<file path="src/rtl/vga_sync_decoder.sv">
// Recovers active-area pixel coordinates and a timing-lock indication from 640x480 VGA sync pulses.
// Outputs register one clock after the sampling strobe; in_pixel_stb gates every state change.
module vga_sync_decoder #(
  parameter int H_TOTAL = 800,
  parameter int H_SYNC  = 96,
  parameter int H_START = 144,
  parameter int V_TOTAL = 525,
  parameter int V_SYNC  = 2,
  parameter int V_START = 35
) (
  input  logic       in_clock,
  input  logic       in_reset,
  input  logic       in_pixel_stb,
  input  logic       in_hsync,
  input  logic       in_vsync,
  output logic [9:0] out_x,
  output logic [8:0] out_y,
  output logic       out_active,
  output logic       out_locked,
  output logic       out_frame_start,
  output logic [7:0] out_err_count
);
  typedef enum logic [1:0] {SEARCH, MEASURE, LOCKED} state_t;

  state_t     state, state_nx;
  logic       hs_prev, vs_prev, h_valid, frame_bad, frame_bad_nx;
  logic [9:0] hcnt, vcnt, hs_low, hcnt_nx, vcnt_nx;
  logic       hs_fall, hs_rise, vs_fall, vs_rise;
  logic       line_err, width_err, frame_err, any_err, active_nx;

  always_comb begin
    hs_fall = hs_prev & ~in_hsync;
    hs_rise = ~hs_prev & in_hsync;
    vs_fall = vs_prev & ~in_vsync;
    vs_rise = ~vs_prev & in_vsync;

    hcnt_nx = hs_fall ? 10'd0 : ((hcnt == 10'h3ff) ? hcnt : hcnt + 10'd1);
    vcnt_nx = vcnt;
    if (vs_fall)
      vcnt_nx = 10'd0;
    else if (hs_fall && vcnt != 10'h3ff)
      vcnt_nx = vcnt + 10'd1;

    // hs_low restarts at 1 on the fall strobe, so at the rise it equals the pulse width in strobes
    line_err  = hs_fall && h_valid && (({1'b0, hcnt} + 11'd1) != 11'(H_TOTAL));
    width_err = (hs_rise && hs_low != 10'(H_SYNC)) || (vs_rise && vcnt_nx != 10'(V_SYNC));
    frame_err = vs_fall && (state != SEARCH) && (({1'b0, vcnt} + 11'd1) != 11'(V_TOTAL));
    any_err   = line_err | width_err | frame_err;

    state_nx     = state;
    frame_bad_nx = frame_bad;
    case (state)
      SEARCH: begin
        if (vs_fall) begin
          state_nx     = MEASURE;
          frame_bad_nx = 1'b0;
        end
      end
      MEASURE: begin
        if (vs_fall) begin
          state_nx     = (frame_bad || any_err) ? MEASURE : LOCKED;
          frame_bad_nx = 1'b0;
        end else begin
          frame_bad_nx = frame_bad | any_err;
        end
      end
      LOCKED: begin
        if (any_err) state_nx = SEARCH;
      end
      default: state_nx = SEARCH;
    endcase

    active_nx = (state_nx == LOCKED) &&
                (hcnt_nx >= 10'(H_START)) && (hcnt_nx < 10'(H_START + 640)) &&
                (vcnt_nx >= 10'(V_START)) && (vcnt_nx < 10'(V_START + 480));
  end

  always_ff @(posedge in_clock) begin
    if (in_reset) begin
      state           <= SEARCH;
      hs_prev         <= 1'b1;
      vs_prev         <= 1'b1;
      hcnt            <= 10'd0;
      vcnt            <= 10'd0;
      hs_low          <= 10'd0;
      h_valid         <= 1'b0;
      frame_bad       <= 1'b0;
      out_x           <= 10'd0;
      out_y           <= 9'd0;
      out_active      <= 1'b0;
      out_locked      <= 1'b0;
      out_frame_start <= 1'b0;
      out_err_count   <= 8'd0;
    end else begin
      out_frame_start <= 1'b0;
      if (in_pixel_stb) begin
        hs_prev   <= in_hsync;
        vs_prev   <= in_vsync;
        hcnt      <= hcnt_nx;
        vcnt      <= vcnt_nx;
        h_valid   <= h_valid | hs_fall;
        state     <= state_nx;
        frame_bad <= frame_bad_nx;
        if (hs_fall)
          hs_low <= 10'd1;
        else if (!in_hsync && hs_low != 10'h3ff)
          hs_low <= hs_low + 10'd1;
        // several simultaneous errors still count as one event
        if (state == LOCKED && any_err && out_err_count != 8'hff)
          out_err_count <= out_err_count + 8'd1;
        out_locked      <= (state_nx == LOCKED);
        out_active      <= active_nx;
        out_x           <= active_nx ? (hcnt_nx - 10'(H_START)) : 10'd0;
        out_y           <= active_nx ? 9'(vcnt_nx - 10'(V_START)) : 9'd0;
        out_frame_start <= vs_fall && (state_nx == LOCKED);
      end
    end
  end
endmodule

</file>
<file path="config.mk">
export PLATFORM = sky130hd
export DESIGN_NAME = vga_sync_decoder
export DESIGN_NICKNAME = d
export VERILOG_FILES = /design/src/rtl/vga_sync_decoder.sv
export SDC_FILE = /design/constraint.sdc
export NUM_CORES = 1
export LEC_CHECK = 0
export ABC_AREA = 0
export CAP_MARGIN = 5
export CORE_MARGIN = 10
export CORE_UTILIZATION = 40
export CTS_CLUSTER_SIZE = 25
export DETAILED_ROUTE_END_ITERATION = 12
export GPL_TIMING_DRIVEN = 0
export SLEW_MARGIN = 10
export SYNTH_ARGS = -nofsm -noshare
export SYNTH_HDL_FRONTEND = slang
export SYNTH_SLANG_ARGS = --single-unit
</file>
<file path="constraint.sdc">
create_clock -name in_clock -period 4.9 [get_ports in_clock]
set_input_delay 0.98 -clock in_clock [delete_from_list [all_inputs] [get_ports in_clock]]
set_output_delay 0.98 -clock in_clock [all_outputs]
set_load 0.01 [all_outputs]
</file>
==> flow_summary.yaml <==
global_route:
  grt_pass1_vias: 3722
  grt_pass1_wl_mm: 18.7
  overflow: 0
  grt_max_degree: 12
  antenna_found_initial: 0
  grt_usage: 0.156
yosys:
  synth_top_area_share: 0.324
  synthTopCellsByCount: "66 x dfxtp_1, 52 x nand2_1, 46 x nor2_1"
  yosysUniqueCellTypes: 67
  postSynthCellCount: 503
  synth_ff_type: "dfxtp_1"
  ys_seq_area_frac: 0.324
  yosys.area.top_type: "dfxtp_1"
  yosysWarnings: 0
  synthArstFlopShare: 0
  synth_edf_count: 0
  syn-num-nets: 518
  avgSynthCellArea_sq_um: 8.10
  synthTopCellsByArea: "dfxtp_1 32%, nand2_1 4.8%, nor2_1 4.2%, a21oi_1 3.8%, ha_1 3.1%"
  synth-seq-cells: 66
  syn-cell-area_sq_mm: 0.00407
  synth.most_common_cell: "dfxtp_1"
sta:
  tns_ns: 0
  setup_viol: 0
  fin_skew_ns: 0.00875
  finalCriticalPeriod_ns: 4.21
  post-route-period-util: 0.860
  fmax_mhz: 237
  worst_pin_slew_ns: 0.796
  rsz0062_at_grt: "no"
  slew_viol_final: 0
  relSlewSlack: 0.470
  hold_viol: 0
drt:
  drt-initial-drc-count: 269
  detail_route.first_pass.iterations: 8
  wl_per_cell_microns: 16.5
  ant_nets: 0
  routed_via_density: 5.69
  num_vias: 3896
  drc: 0
  wl_mm: 11.3
place:
  port_buffers: 33
  place.detailed.hpwl_mm: 8.28
  place_inst: 669
  globalplace.congestion: 0.922
die:
  initial_core_util: 0.413
  core_sq_mm: 0.00986
  die_x_microns: 121
  die_area_sq_mm: 0.0146
  ios: 35
  num_rows: 36
  die_h_microns: 121
setup_path:
  crit_buf_inv: 3
  cp_top_family: "compound AO/OA/AOI/OAI gates"
  crit_path_end_kind: "register"
  r2r_setup_slack_ns: 1.24
  crit_required_ns: 5.13
  worstPathCellList: "clkdlybuf4s50_1 -> nand2b_1 -> clkbuf_1 -> a31oi_1 -> nor2_1 -> a21oi_1 -> nor2_1 -> ha_1 -> o31ai_1 -> a21oi_1 -> nor2_1 -> clkbuf_1 -> o31ai_1"
  cp_data_arrival_time_ns: 4.44
  criticalPathCategory: "input pin to register"
  cp_slowest_stage_delay_ns: 0.58
  cp_max_fo: 10
  crit_top_cell: "nor2_1"
  slowest_stage: "clkdlybuf4s50_1"
  cp-start-kind: "input pin"
clock_network:
  cts_buffer_depth: 2
  insertion_delay_ns: 0.36
  ctsResizeCount: 0
  clock-sinks: 66
  clockRootBuffer: "clkbuf_8"
  postCtsSetupBuffers: 0
  htreeDepth: 3
  cts_buffers: 9
  path_clk_slew_ns: 0.07
  cts_tree: "built"
  hold_buffers: 0
layout:
  num-nets-final: 562
  utilization: 0.484
  multi_input_area_sq_mm: 0.00248
  fill_cells: 1002
  seq_area_sq_mm: 0.00132
  drive_gt1_frac: 0.0888
  antenna_cells: 0
  syn_to_final_growth_pct: 17.2
  stdcell_count: 685
pwr:
  cellLeakagePower_uw: 0.00168
  p_per_area_mw_per_mm2: 233
  peakVddDrop_mv: 0.139
flow_run:
  drv_cap: 0
hold_path:
  hp-class: "register to register"
status:
  status: "finished clean"
==> cells by family after synthesis <==
group                      Yosys count  synth area share
xor gates and xnor gates            20            0.0430
adders and majority gates           10            0.0307
and+or+nand+nor                    201             0.264
DFF                                 66             0.324
AOI/OAI and AO/OA                  135             0.236
muxes                               14            0.0350
buffers and inverters               57            0.0673
==> registers in the layout (all words and copies together), names as in the netlist, 2 cells and up <==
register       cells
hcnt              10
hs_low            10
out_err_count      8
out_x             10
out_y              9
state              2
vcnt              10
==> final timing paths <==
path / start / endpoint / cells after the start
max: in_hsync / out_x[0]$_SDFFE_PP0P_ / 13
min: out_x[4]$_SDFFE_PP0P_ / out_x[4]$_SDFFE_PP0P_ / 2
max reg2reg: hcnt[1]$_SDFFE_PP0P_ / out_y[7]$_SDFFE_PP0P_ / 12
min reg2reg: out_x[4]$_SDFFE_PP0P_ / out_x[4]$_SDFFE_PP0P_ / 2
==> final cells by class <==
cell class,instances,share of cell area
multi-input cells,380,0.519
clock buffers,12,0.0325
plain buffers,40,0.0440
well taps,133,0.0349
inverters,17,0.0134
repair buffers,33,0.0692
clock inverters,4,0.0105
flip-flops and latches,66,0.277
==> metal layers <==
layer / part of all wire / global-route usage / up-vias
li1: - / - / 1954
met5: 0 / 0 / -
met2: 0.43 / 0.237 / 139
met3: 0.069 / 0.0358 / 19
met4: 0.019 / 0.0596 / 0
met1: 0.48 / 0.208 / 1784
==> tightest hold or removal path, delay by kind of cell, from the launching register on <==
| family | cells | cell delay, ns |
|---|---|---|
| DFF | 1 | 0.33 |
| AOI/OAI and AO/OA | 1 | 0.05 |
| and+or+nand+nor | 1 | 0.05 |
==> per-stage QoR <==
step                      total power (uW)  instance area [sq um]  worst slack (ns)  hold slack [ns]
final                                 1110                   4770             0.688            0.451
after global placement                 638                   4570             0.421            0.434
after floorplan                        612                   4070              1.48            0.432
after CTS                             1130                   4770             0.754            0.457
after detailed placement               639                   4570             0.401            0.435
after global routing                  1160                   4770             0.373            0.480
==> where the power goes <==
part | total, uW | switching [uW] | internal (uW)
logic | 82.4 | 56.4 | 26.0
registers | 545 | 4.31 | 541
clock network | 487 | 225 | 262
total | 1110 | 285 | 829
==> placed cells by master (no fill, tap or decap), types with 5 or more instances in the layout <==
cell type,netlist,routed
dfxtp_1,66,66
nand2_1,52,52
buf_2,11,11
clkbuf_8,0,11
clkbuf_1,18,19
inv_1,16,16
a211oi_1,6,6
nand4_1,7,7
nand3_1,15,15
or4_1,5,5
xor2_1,10,10
nor3_1,15,15
o21ai_0,18,18
nor2b_1,6,6
buf_4,6,6
o41ai_1,14,14
o31ai_1,15,15
and4_1,5,5
xnor2_1,10,10
nor2_1,46,46
and3_1,6,6
a31oi_1,10,10
clkdlybuf4s50_1,0,33
a21oi_1,31,31
o211ai_1,6,6
ha_1,10,10
a311oi_1,5,5
nand4b_1,5,5
or3_1,8,8
mux2i_1,12,12
Note: power is estimated with default switching activity, not from simulation.
